**config.mk**
```make
export PLATFORM = sky130hd
export DESIGN_NAME = inst_fetch_ctrl
export DESIGN_NICKNAME = d
export VERILOG_FILES = /design/src/rtl/inst_fetch_ctrl.sv
export SDC_FILE = /design/constraint.sdc
export NUM_CORES = 1
export LEC_CHECK = 0
export ABC_AREA = 1
export BUFFER_PORTS_ARGS = -buffer_cell sky130_fd_sc_hd__buf_4
export CORE_MARGIN = 1.5
export CORE_UTILIZATION = 30
export DETAILED_ROUTE_END_ITERATION = 10
export GPL_TIMING_DRIVEN = 0
export SKIP_CTS_REPAIR_TIMING = 1
export SYNTH_ARGS = -nofsm -noshare
export SYNTH_HDL_FRONTEND = slang
export SYNTH_SLANG_ARGS = --single-unit
```
**constraint.sdc**
```tcl
create_clock -name clk -period 5.9 [get_ports clk]
set_clock_uncertainty 0.05 [all_clocks]
set_input_delay 0.59 -clock clk [delete_from_list [all_inputs] [get_ports clk]]
set_output_delay 0.59 -clock clk [all_outputs]
set_load 0.005 [all_outputs]
```
**src/rtl/inst_fetch_ctrl.sv**
```systemverilog
// rtl/inst_fetch_ctrl.sv - instruction-fetch request controller with a one-entry output slot
// Optional perf counters are enabled by defining FETCH_PERF_EN.
module inst_fetch_ctrl #(
  parameter logic [31:0] RESET_PC = 32'hbfc00000
) (
  input  logic        clk,
  input  logic        reset,
  input  logic        flush,
  input  logic [31:0] flush_pc,
  input  logic        br_taken,
  input  logic [31:0] br_target,
  output logic        inst_req,
  output logic [31:0] inst_addr,
  input  logic        inst_addr_ok,
  input  logic        inst_data_ok,
  input  logic [31:0] inst_rdata,
  output logic        fs_valid,
  output logic [31:0] fs_pc,
  output logic [31:0] fs_inst,
  output logic        fs_adel,
  input  logic        fs_ready,
  output logic [31:0] perf_fetch_cnt,
  output logic [31:0] perf_drop_cnt
);

  typedef enum logic [2:0] {
    S_IDLE,
    S_REQ,
    S_WAIT,
    S_DROP,
    S_EXC
  } state_t;

  state_t      state;
  logic [31:0] pc;
  logic [31:0] req_addr;
  logic        stale;

  logic        redir;
  logic [31:0] redir_pc;
  logic        slot_free;
  logic        pc_misaligned;
  logic        adel_fill;
  logic        resp_fill;

  assign redir         = flush | br_taken;
  assign redir_pc      = flush ? flush_pc : br_target;
  assign slot_free     = !fs_valid | fs_ready;
  assign pc_misaligned = (pc[1:0] != 2'b00);
  assign adel_fill     = (state == S_IDLE) & !redir & pc_misaligned & slot_free;
  assign resp_fill     = (state == S_WAIT) & inst_data_ok & !redir;

  // Request outputs come straight from registered state, never from cache inputs.
  assign inst_req  = (state == S_REQ);
  assign inst_addr = req_addr;

  always_ff @(posedge clk or posedge reset) begin
    if (reset) begin
      state    <= S_IDLE;
      pc       <= RESET_PC;
      req_addr <= RESET_PC;
      stale    <= 1'b0;
    end else begin
      case (state)
        S_IDLE: begin
          if (!redir && slot_free) begin
            if (pc_misaligned) begin
              state <= S_EXC;
            end else begin
              req_addr <= pc;
              stale    <= 1'b0;
              state    <= S_REQ;
            end
          end
        end
        S_REQ: begin
          if (redir) stale <= 1'b1;
          if (inst_addr_ok) state <= (stale | redir) ? S_DROP : S_WAIT;
        end
        S_WAIT: begin
          if (inst_data_ok) begin
            if (!redir) pc <= req_addr + 32'd4;
            state <= S_IDLE;
          end else if (redir) begin
            state <= S_DROP;
          end
        end
        S_DROP: begin
          if (inst_data_ok) state <= S_IDLE;
        end
        S_EXC: begin
          if (redir) state <= S_IDLE;
        end
        default: state <= S_IDLE;
      endcase
      // Redirect target overrides the sequential pc+4 update above.
      if (redir) pc <= redir_pc;
    end
  end

  always_ff @(posedge clk or posedge reset) begin
    if (reset) begin
      fs_valid <= 1'b0;
      fs_pc    <= 32'd0;
      fs_inst  <= 32'd0;
      fs_adel  <= 1'b0;
    end else if (flush) begin
      fs_valid <= 1'b0;
    end else if (resp_fill) begin
      fs_valid <= 1'b1;
      fs_pc    <= req_addr;
      fs_inst  <= inst_rdata;
      fs_adel  <= 1'b0;
    end else if (adel_fill) begin
      fs_valid <= 1'b1;
      fs_pc    <= pc;
      fs_inst  <= 32'd0;
      fs_adel  <= 1'b1;
    end else if (fs_valid && fs_ready) begin
      fs_valid <= 1'b0;
    end
  end

`ifdef FETCH_PERF_EN
  logic resp_drop;
  assign resp_drop = inst_data_ok & ((state == S_DROP) | ((state == S_WAIT) & redir));

  always_ff @(posedge clk or posedge reset) begin
    if (reset) begin
      perf_fetch_cnt <= 32'd0;
      perf_drop_cnt  <= 32'd0;
    end else begin
      if (resp_fill) perf_fetch_cnt <= perf_fetch_cnt + 32'd1;
      if (resp_drop) perf_drop_cnt  <= perf_drop_cnt + 32'd1;
    end
  end
`else
  assign perf_fetch_cnt = 32'd0;
  assign perf_drop_cnt  = 32'd0;
`endif

endmodule

```
After elaboration in Yosys (flattened, before gate mapping)
Index checks and enable logic that the tools add are counted.

operators by class
  add/subtract/negate cells = 1
  $mul = 0
  divide/modulo/power cells = 0
  magnitude comparators = 0
  eq/ne operators = 11
  shifts and indexed selects = 0
  multiplexer cells = 27
  bitwise logic cells = 10
  reductions and logical operators = 16

operators with widths
  kind                                                                      count
  32-bit 2-to-1 mux                                                         8
  32-bit by 3-bit adder with 32-bit output (second input constant)          1
  3-bit 2-to-1 mux                                                          7
  3-bit case mux with 5 select lines                                        1
  1-bit 2-to-1 mux                                                          10
  2-bit nonzero test                                                        5
  3-bit by 2-bit == test with 1-bit output (second input constant)          2
  2-bit by 1-bit inequality test with 1-bit output (second input constant)  3
  2-bit inequality test (second input constant)                             3
  1-bit bitwise AND                                                         5
  5-bit AND reduction                                                       1
  2-bit AND reduction                                                       2
  4-bit AND reduction                                                       1
  4-bit nonzero test                                                        1
  3-bit by 1-bit == test with 1-bit output (second input constant)          1
  3-bit == test (second input constant)                                     1
  3-bit logical NOT                                                         1
  3-bit inequality test (second input constant)                             1
  1-bit OR                                                                  3
  3-bit AND reduction                                                       1
  1-bit logical AND                                                         2
  1-bit logical NOT                                                         2
  1-bit inverter                                                            2
  1-bit case mux with 2 select lines                                        1

storage, ports and cells
  flip-flop bits (word level) = 134
  latch bits = 0
  bits in writable memories = 0
  memory bits (read-only) = 0
  input bits = 103
  output and inout port bits = 163
  logic and storage cells = 73
  memories kept = 0

Logic depth before layout (Yosys ltp)
Gate-level depths: netlist of run 1.

  word-level depth = 8
  gate-level depth with buffers = 10
  gate-level depth less buffers = 9

Least setup slack after synthesis of run 1
Ideal clock, no wire load.

  path kind = input port to flip-flop
  start = in flush
  end = reg fs_inst[4]
  setup time = 121 ps
  arrival = 1592 ps
  data required time = 5729 ps
  path slack = 4137 ps
  stages = 9
  path buffers = 2
  path through = buf_2 nor2_4 inv_2 nor2_4 nand3_4 nand2_4 inv_4 buf_6 a22o_1

on the way
  word-level cells in the longest chain between the ends = 7
  elaborated cells on any way between the ends = 10
  those cells by class = 1 x mux; 6 x bitwise; 3 x reduce/logical

ends and longest elaborated chain
  what                                  line  RTL
  start, declared                       8     input logic flush,
  1-bit OR                              46    assign redir = flush | br_taken;
  1-bit logical NOT                     --
  1-bit bitwise AND (3 in a row)        50    assign adel_fill = (state == S_IDLE) & !redir & pc_misaligned & slot_free;
  2-bit nonzero test (no source line)   --
  2-bit AND reduction (no source line)  --
  end signal, assigned                  112   fs_inst <= inst_rdata;
  end, declared                         19    output logic [31:0] fs_inst,

Several ways; a longest one is shown, not always the timed one.
A chain may end at the register's enable or synchronous reset.

Final worst setup path of run 1
  start = reg req_addr[2], in the netlist inst_addr[2]
  end = reg pc[26]

on the way
  word-level cells in the longest chain between the ends = 4

ends and longest elaborated chain
  what                                      line  RTL
  start, declared                           36    logic [31:0] req_addr;
  start signal, assigned                    70    req_addr <= pc;
  32-bit by 3-bit adder with 32-bit output  82    if (!redir) pc <= req_addr + 32'd4;
  32-bit 2-to-1 mux                         81    if (inst_data_ok) begin
  32-bit 2-to-1 mux                         64    case (state)
  32-bit 2-to-1 mux                         97    if (redir) pc <= redir_pc;
  end signal, assigned                      82
  end signal, assigned                      97
  end, declared                             35    logic [31:0] pc;

No other way between the ends. The select of a mux whose other input is x is not followed.

==> results of run 1 <==
-- cell families after synthesis --
group                    synth area share
buffers and inverters               0.131
XOR/XNOR                          0.00638
other                            0.000546
flip-flops                          0.492
AND/OR/NAND/NOR                     0.201
adder cells (fa/ha/maj)           0.00182
AO/OA/AOI/OAI                       0.168
-- synthesized netlist by cell type (4+ instances only) --
cell type	count	area (um2)
dfrtp_1	116	2900
inv_2	5	18.8
nand3_1	35	175
o21ai_0	43	215
a22o_1	46	403
buf_4	68	510
xnor2_1	4	35.0
clkbuf_1	9	33.8
a31oi_1	6	37.5
o22ai_1	29	181
inv_1	52	195
nand2_1	138	518
buf_6	4	45.0
o211ai_1	8	60.1
buf_2	17	85.1
a21oi_1	19	95.1
nand4_1	4	25.0
a22oi_1	17	128
nor2_2	4	25.0
dfstp_2	18	473
nor2_1	145	544
-- power groups by stage --
stage	Clock, W	Combinational (W)	Sequential [W]
floorplan	0	0.000633	0.00162
global placement	0	0.00140	0.00167
detailed placement	0	0.00141	0.00168
CTS	0.00106	0.00142	0.00166
global route	0.00110	0.00155	0.00172
finish	0.00104	0.00140	0.00167
-- flip-flops by register name, summed over array words and instances (netlist names) --
name and flops:
fs_inst 32, fs_pc 32, fs_adel 1, inst_addr 32
stale 1, state 3, pc 32, fs_valid 1
-- layer usage --
layer | track usage | part of all wire | vias to the layer above
met2 | 0.319 | 0.48 | 222
met1 | 0.264 | 0.45 | 3003
met4 | 0.0495 | 0.011 | 0
met3 | 0.0409 | 0.059 | 25
met5 | 0 | 0 | -
li1 | - | - | 3139
-- worst max-delay path, cell delays in order, from the launching register on --
cell     delay, ns
dfrtp_1       0.45
ha_1          0.28
inv_1         0.06
nor2_1        0.18
nand2_1       0.18
nor2_2        0.36
nand2_1       0.08
nand2_1       0.07
nand3_1       0.08
a21oi_1       0.16
-- per-stage QoR --
| step | std cells | total power (W) |
|---|---|---|
| 2_1_floorplan | 870 | 0.00225 |
| 3_3_place_gp | 1355 | 0.00307 |
| 3_5_place_dp | 1356 | 0.00309 |
| 4_1_cts | 1388 | 0.00414 |
| 5_1_grt | 1388 | 0.00437 |
| 6_report | 1388 | 0.00411 |
-- cell type report --
class	count	area, um2	area share
buffer	100	682	0.0713
clock buffer	19	443	0.0463
clock inverter	13	133	0.0139
inverter	58	225	0.0235
multi-input combinational	578	2830	0.295
sequential	134	3380	0.353
tap	285	357	0.0373
timing repair buffer	201	1530	0.160
-- worst min path at each step --
stage          slack [ns]  cells past startpoint                start               endpoint
2_1_floorplan        0.41                      2    stale$_DFFE_PP0P_      stale$_DFFE_PP0P_
3_3_place_gp         0.41                      2  fs_adel$_DFFE_PP0P_    fs_adel$_DFFE_PP0P_
3_5_place_dp         0.42                      2  fs_adel$_DFFE_PP0P_    fs_adel$_DFFE_PP0P_
4_1_cts              0.17                      2                reset  fs_pc[21]$_DFFE_PP0P_
5_1_grt              0.18                      2                reset  fs_pc[21]$_DFFE_PP0P_
6_report             0.15                      2                reset  fs_pc[21]$_DFFE_PP0P_
==> run_results.csv, run 1 <==
group,metric,value,unit
run_status,status,"completed",
drt,drc_errors,0,
setup_path,crit_start,"inst_addr[2]$_DFFE_PP0P_",
grt,grt_first_pass_wirelength,35.0,mm
worst_hold_path,worstHoldPathType,"input port to async pin",
sta,finalCritPeriodShare,0.342,
grt,grt_overflow,0,
setup_path,required,6.21,ns
grt,grt.total_usage,0.195,
cells_and_area,utilization,0.424,
drt,drt_iter0_drc,456,
setup_path,cp.arrival,2.33,ns
sta,whs,0.148,ns
die,rows,55,
grt,grt_max_degree,86,
placement,portBuffers,200,
cells_and_area,nNetsFinal,1194,
setup_path,crit_fanout,6,
die,die_h,154,um
yosys,ys_seq_area_frac,0.492,
sta,worst_pin_slew,0.976,ns
cts,clk-insertion-delay-late,0.43,ns
power,power.density,429,nW/um2
cts,numCtsBuffers,17,
cts,cts.sinks,134,
drt,vias,6389,
cts,clockRootBuffer,"clkbuf_16",
power,switchingPower,0.00142,W
cts,cts.clk_slew.worst_paths,0.06,ns
yosys,syn-instance-count,807,
drt,avgRoutedWirePerCell,16.8,um
placement,gp_congestion,0.886,
cells_and_area,stdcell_area,9570,um2
setup_path,r2r-start,"inst_addr[2]$_DFFE_PP0P_",
cts,htree_levels,4,
power,comb_power_share,0.340,
yosys,ys_types,36,
sta,setup_tns,0,ns
yosys,ys.flop_type,"dfrtp_1",
power,p_sw_frac,0.346,
power,power.leakage,4.72,nW
die,dieArea,23800,um2
setup_path,reg2regPathDepth,9,
cells_and_area,layout_common_cells,"buf_4 (268), nor2_1 (145), nand2_1 (138), dfrtp_1 (116), conb_1 (64)",
setup_path,regToRegSetupSlack,3.88,ns
cells_and_area,drive_gt1_frac,0.324,
cts,cts_buffer_depth,2,
yosys,ys_ff_latch,134,
drt,antenna_left,0,
grt,antenna_found_initial,0,
sta,finalHoldViolCount,0,
sta,max_freq,496,MHz
power,clockPowerShare,0.254,
placement,placed_cell_area,8990,um2
job,drv_cap,0,
drt,wl,23.3,mm
sta,timing.final.ws_setup,3.88,ns
yosys,synth-edff-count,0,
yosys,avgSynthCellArea,8.51,um2
sta,relSlewSlack,0.349,
placement,dp_hpwl,17.6,mm
power,intPower,0.00268,W
cells_and_area,layout_commonest_cell,"buf_4",
yosys,synth_area,6870,um2
die,die_x,154,um
die,core_area,22600,um2
sta,slew_violations,0,
drt,viasPerCell,4.60,
power,seqPwrFrac,0.406,
yosys,synthArstFlopShare,1.00,
die,ioPinCount,266,
cells_and_area,areaGrowthSynthToFinish,39.4,%
yosys,yosys_warnings,0,
setup_path,path_class,"flop to flop",
cts,cts_tree,"built",
sta,fin_crit,2.02,ns
setup_path,cp-end-kind,"flop",
sta,grt_setup_unrepaired,"false",
cells_and_area,diodes,0,
setup_path,worstReg2RegEnd,"pc[26]$_DFFE_PP1P_",
sta,finalSetupViolCount,0,
setup_path,worstSetupStartpointType,"flop",
grt,grt_pass1_vias,6007,
drt,dr.pass1.iters,5,
placement,pre_cts_slack,3.60,ns
cells_and_area,fillCellCount,2291,
die,initial_core_util,0.304,
setup_path,endpoint,"pc[26]$_DFFE_PP1P_",
power,peakVddDrop,0.000170,V
Power figures use the tool's default switching activity.
==> run 2: changes to the inputs <==
--- a/config.mk
+++ b/config.mk
@@ -5,7 +5,7 @@
 export SDC_FILE = /design/constraint.sdc
 export NUM_CORES = 1
 export LEC_CHECK = 0
-export ABC_AREA = 1
+export ABC_AREA = 0
 export BUFFER_PORTS_ARGS = -buffer_cell sky130_fd_sc_hd__buf_4
 export CORE_MARGIN = 1.5
 export CORE_UTILIZATION = 30
==> constraint.sdc (replaced) <==
create_clock -name clk -period 1.7 [get_ports clk]
set_clock_uncertainty 0.05 [all_clocks]
set_input_delay 0.17 -clock clk [delete_from_list [all_inputs] [get_ports clk]]
set_output_delay 0.17 -clock clk [all_outputs]
set_load 0.005 [all_outputs]
==> run_results.csv, run 2 <==
group,metric,value,unit
setup_path,path_class,"flop to flop",
setup_path,crit_start,"state[1]$_DFFE_PP0P_",
worst_hold_path,worstHoldPathType,"input port to flop",
drt,antenna_left,0,
run_status,status,"finished, violations left",
drt,avgRoutedWirePerCell,18.8,um
placement,portBuffers,201,
setup_path,worstReg2RegEnd,"fs_inst[8]$_DFFE_PP0P_",
die,die_x,155,um
sta,whs,-0.0176,ns
setup_path,worstSetupStartpointType,"flop",
grt,grt_pass1_vias,6046,
placement,dp_hpwl,17.7,mm
cts,numCtsBuffers,17,
die,die_h,155,um
sta,fin_crit,1.77,ns
cells_and_area,utilization,0.505,
power,power.density,1370,nW/um2
drt,drt_iter0_drc,409,
yosys,avgSynthCellArea,10.0,um2
sta,grt_setup_unrepaired,"true",
worst_hold_path,holdPathStages,3,
setup_path,required,1.96,ns
power,peakVddDrop,0.000650,V
cells_and_area,layout_commonest_cell,"buf_4",
grt,antenna_found_initial,1,
power,total_power,0.0156,W
grt,grt_first_pass_wirelength,35.6,mm
setup_path,cp-end-kind,"flop",
cells_and_area,fillCellCount,2090,
yosys,synth-edff-count,0,
run_status,violations,"hold timing, setup timing",
cells_and_area,drive_gt1_frac,0.470,
yosys,ys_seq_area_frac,0.490,
cts,cts_buffer_depth,2,
cells_and_area,layout_common_cells,"buf_4 (307), dfrtp_1 (99), a21oi_1 (68), conb_1 (64), dlygate4sd3_1 (62)",
die,ioPinCount,266,
setup_path,regToRegSetupSlack,-0.07,ns
yosys,ys_types,59,
setup_path,reg2regPathDepth,8,
drt,viasPerCell,4.83,
drt,drc_errors,0,
grt,grt_max_degree,33,
cts,cts_tree,"built",
yosys,yosys_warnings,0,
sta,relSlewSlack,0.458,
drt,dr.pass1.iters,5,
cts,clk-insertion-delay-late,0.42,ns
grt,grt_overflow,0,
yosys,synthTopCellsByArea,"dfrtp_1 (42%), buf_4 (7.0%), dfstp_2 (6.9%)",
drt,wl,26.0,mm
die,initial_core_util,0.305,
sta,finalHoldViolCount,1,
cts,cts.sinks,134,
die,core_area,22600,um2
placement,gp_congestion,0.831,
cells_and_area,stdcell_area,11400,um2
yosys,synth_top_cell_by_area,"dfrtp_1",
cts,clockRootBuffer,"clkbuf_16",
setup_path,r2r-start,"state[1]$_DFFE_PP0P_",
sta,finalCritPeriodShare,1.04,
die,dieArea,23900,um2
cells_and_area,nNetsFinal,1186,
drt,vias,6672,
setup_path,cp.arrival,2.03,ns
yosys,ys_ff_latch,134,
placement,placed_cell_area,9100,um2
cts,htree_levels,4,
sta,worst_pin_slew,0.813,ns
sta,slew_violations,0,
sta,finalSetupViolCount,60,
yosys,synthArstFlopShare,1.00,
sta,max_freq,565,MHz
yosys,syn-instance-count,686,
yosys,ys.flop_type,"dfrtp_1",
power,power.leakage,5.46,nW
cts,cts.clk_slew.worst_paths,0.07,ns
worst_hold_path,min_from,"br_target[3]",
cells_and_area,areaGrowthSynthToFinish,65.5,%
die,rows,55,
setup_path,crit_fanout,10,
sta,timing.final.ws_setup,-0.0695,ns
grt,grt.total_usage,0.197,
yosys,synth_commonest_cells,"dfrtp_1 (116), a21oi_1 (78), buf_4 (64)",
yosys,synth_top_area_share,0.422,
yosys,synth_most_common_cell,"dfrtp_1",
yosys,synth_area,6890,um2
worst_hold_path,worstHoldEndpoint,"pc[3]$_DFFE_PP0P_",
sta,setup_tns,-1.89,ns
job,drv_cap,0,
run 2: cell types whose count changed in the layout (fill, tap and decap cells not counted), sizes merged, moves of 9 or more:
cell	delta
nand3	-24
xor2	+15
nand2	-99
mux2	+31
a22o	-11
a21oi	+59
a22oi	-11
nor2	-120
inv	-21
nor3	+14
o21ai	-24
nand4	+9
buf	+51
dlygate4sd3	+62
run 2: cell type report:
| cell class | instances | area [um2] | share of cell area |
|---|---|---|---|
| antenna | 1 | 2.50 | 0.000220 |
| tap | 285 | 357 | 0.0313 |
| timing repair buffer | 314 | 2680 | 0.236 |
| sequential | 134 | 3400 | 0.298 |
| multi-input combinational | 472 | 3380 | 0.297 |
| clock inverter | 14 | 151 | 0.0133 |
| clock buffer | 18 | 439 | 0.0385 |
| inverter | 35 | 135 | 0.0119 |
| buffer | 108 | 846 | 0.0742 |
run 2: metal layers:
| layer | global-route usage | up-vias | routed length, um |
|---|---|---|---|
| met3 | 0.0569 | 37 | 2060 |
| met2 | 0.317 | 325 | 12400 |
| li1 | - | 3129 | - |
| met5 | 0 | - | 0 |
| met4 | 0.0618 | 0 | 568 |
| met1 | 0.255 | 3181 | 11000 |
run 2: critical path, cell delays in order (launching register included):
cell and delay (ns):
dfrtp_1 0.37, buf_6 0.14, nor2_4 0.08, nand3b_1 0.18, nor3_4 0.27, buf_12 0.15
nor2_4 0.07, buf_6 0.15, a22o_1 0.20
run 2: worst max-delay path by stage:
stage,to,slack [ns]
finish,fs_inst[8]$_DFFE_PP0P_,-0.07
global route,fs_inst[8]$_DFFE_PP0P_,-0.15
CTS,fs_pc[17]$_DFFE_PP0P_,-0.53
detailed placement,fs_pc[17]$_DFFE_PP0P_,-0.50
global placement,fs_pc[23]$_DFFE_PP0P_,-1.16
floorplan,fs_adel$_DFFE_PP0P_,-0.17
run 2: metrics by stage:
step | std cells | worst slack [ns]
after CTS | 1271 | -0.533
final | 1381 | -0.0695
after global placement | 1235 | -1.16
after global routing | 1380 | -0.147
after floorplan | 749 | -0.170
after detailed placement | 1239 | -0.500
run 2: logic make-up after synthesis:
family | Yosys count | synth area share
AOI/OAI and AO/OA | 195 | 0.182
and+or+nand+nor | 152 | 0.122
buffers and inverters | 144 | 0.117
DFF | 134 | 0.490
muxes | 32 | 0.0521
xor gates and xnor gates | 27 | 0.0343
adders and majority gates | 1 | 0.00182
other | 1 | 0.000545
run 2: where the power goes:
group          switching [W]  total, W  internal, W  leakage (nW)
registers            0.00129   0.00584      0.00455          1.59
clock network        0.00150   0.00370      0.00221         0.275
logic                0.00253   0.00607      0.00354          3.59
==> run 3: changes to the inputs <==
--- a/config.mk
+++ b/config.mk
@@ -7,11 +7,16 @@
 export LEC_CHECK = 0
 export ABC_AREA = 0
 export BUFFER_PORTS_ARGS = -buffer_cell sky130_fd_sc_hd__buf_4
+export CELL_PAD_IN_SITES_DETAIL_PLACEMENT = 0
+export CELL_PAD_IN_SITES_GLOBAL_PLACEMENT = 1
 export CORE_MARGIN = 1.5
 export CORE_UTILIZATION = 30
+export CTS_CLUSTER_DIAMETER = 150
 export DETAILED_ROUTE_END_ITERATION = 10
 export GPL_TIMING_DRIVEN = 0
+export PLACE_DENSITY_LB_ADDON = 0.1
 export SKIP_CTS_REPAIR_TIMING = 1
 export SYNTH_ARGS = -nofsm -noshare
 export SYNTH_HDL_FRONTEND = slang
 export SYNTH_SLANG_ARGS = --single-unit
+export TNS_END_PERCENT = 5
==> run_results.csv, run 3 (synthesized netlist as in run 2, its figures left out) <==
group,metric,value,unit
setup_path,cp.arrival,2.05,ns
sta,grt_setup_unrepaired,"true",
cts,htree_levels,4,
worst_hold_path,worstHoldPathType,"input port to flop",
placement,dp_hpwl,17.5,mm
die,die_x,155,um
grt,grt_max_degree,38,
grt,grt_first_pass_wirelength,35.9,mm
drt,avgRoutedWirePerCell,18.3,um
power,peakVddDrop,0.000536,V
cells_and_area,drive_gt1_frac,0.451,
sta,max_freq,554,MHz
sta,relSlewSlack,0.275,
grt,antenna_found_initial,0,
die,dieArea,23900,um2
cts,numCtsBuffers,17,
sta,slew_violations,0,
cells_and_area,areaGrowthSynthToFinish,62.3,%
die,ioPinCount,266,
setup_path,crit_fanout,7,
sta,fin_crit,1.80,ns
setup_path,required,1.95,ns
cts,cts.clk_slew.worst_paths,0.06,ns
cells_and_area,layout_common_cells,"buf_4 (285), dfrtp_1 (99), a21oi_1 (66), conb_1 (64), dlygate4sd3_1 (62)",
grt,grt_pass1_vias,6039,
power,power.leakage,5.35,nW
sta,finalCritPeriodShare,1.06,
cts,cts_tree,"built",
sta,worst_pin_slew,1.08,ns
setup_path,cp-end-kind,"flop",
run_status,status,"finished, violations left",
job,drv_cap,0,
die,rows,55,
setup_path,path_class,"flop to flop",
sta,finalHoldViolCount,4,
sta,whs,-0.0252,ns
drt,antenna_left,0,
placement,gp_congestion,0.777,
grt,grt.total_usage,0.199,
drt,dr.pass1.iters,6,
die,die_h,155,um
placement,portBuffers,201,
cells_and_area,nNetsFinal,1166,
setup_path,worstSetupStartpointType,"flop",
sta,finalSetupViolCount,76,
drt,drc_errors,0,
cells_and_area,diodes,0,
cts,clk-insertion-delay-late,0.42,ns
cts,cts.sinks,134,
drt,wl,24.8,mm
cts,clockRootBuffer,"clkbuf_16",
placement,placed_cell_area,9070,um2
cts,cts_buffer_depth,2,
die,core_area,22600,um2
drt,drt_iter0_drc,348,
drt,viasPerCell,4.74,
run_status,violations,"hold timing, setup timing",
die,initial_core_util,0.305,
sta,timing.final.ws_setup,-0.104,ns
cells_and_area,layout_commonest_cell,"buf_4",
cells_and_area,stdcell_area,11200,um2
drt,vias,6451,
grt,grt_overflow,0,
power,power.density,1390,nW/um2
==> run 3: critical path: stages (launching register included) <==
cell and delay (ns):
dfrtp_2 0.47, nor2_4 0.16, nand3b_1 0.17, nor3_4 0.18, buf_6 0.16, nor2_4 0.05
buf_12 0.14, buf_6 0.12, a22o_1 0.18
==> run 3: worst paths after layout <==
path                                       from                      end  slack [ns]  depth (start not counted)
setup / recovery           state[2]$_DFFE_PP0P_  fs_inst[21]$_DFFE_PP0P_       -0.10                          8
hold / removal                     br_target[0]        pc[0]$_DFFE_PP0P_       -0.03                          3
setup reg to reg           state[2]$_DFFE_PP0P_  fs_inst[21]$_DFFE_PP0P_       -0.10                          8
hold reg to reg            fs_pc[1]$_DFFE_PP0P_     fs_pc[1]$_DFFE_PP0P_        0.44                          1
max in group asynchronous                 reset       pc[25]$_DFFE_PP1P_        0.29                          6
min in group asynchronous                 reset  fs_inst[11]$_DFFE_PP0P_        0.27                          3
==> run 3: power breakdown <==
group	leakage [nW]	switching (W)	internal [W]	total (W)
sequential	1.59	0.00131	0.00455	0.00586
combinational	3.45	0.00231	0.00332	0.00562
clock	0.302	0.00147	0.00253	0.00401
==> run 3: through the flow <==
step	util	cells	power (W)	setup TNS (ns)	setup WS, ns
floorplan	-	749	0.00779	-19.83	-0.170
global placement	0.398	1235	0.0106	-202.05	-1.27
detailed placement	0.402	1239	0.0106	-44.79	-0.618
CTS	0.430	1271	0.0147	-39.09	-0.589
global route	0.495	1360	0.0164	-10.14	-0.153
finish	0.495	1360	0.0155	-4.74	-0.104
==> run 3: metal layers <==
| layer | global-route usage | routed length [um] | share of wire |
|---|---|---|---|
| met5 | 0 | 0 | 0 |
| met4 | 0.0582 | 265 | 0.011 |
| met3 | 0.0392 | 1620 | 0.065 |
| met2 | 0.316 | 11600 | 0.47 |
| met1 | 0.274 | 11300 | 0.45 |
==> run 3: layout make-up <==
type                       count  area [um2]
multi-input combinational    472        3290
timing repair buffer         295        2510
fill                        2148       11400
clock buffer                  20         457
clock inverter                12         175
tap                          285         357
sequential                   134        3400
inverter                      35         135
buffer                       107         857
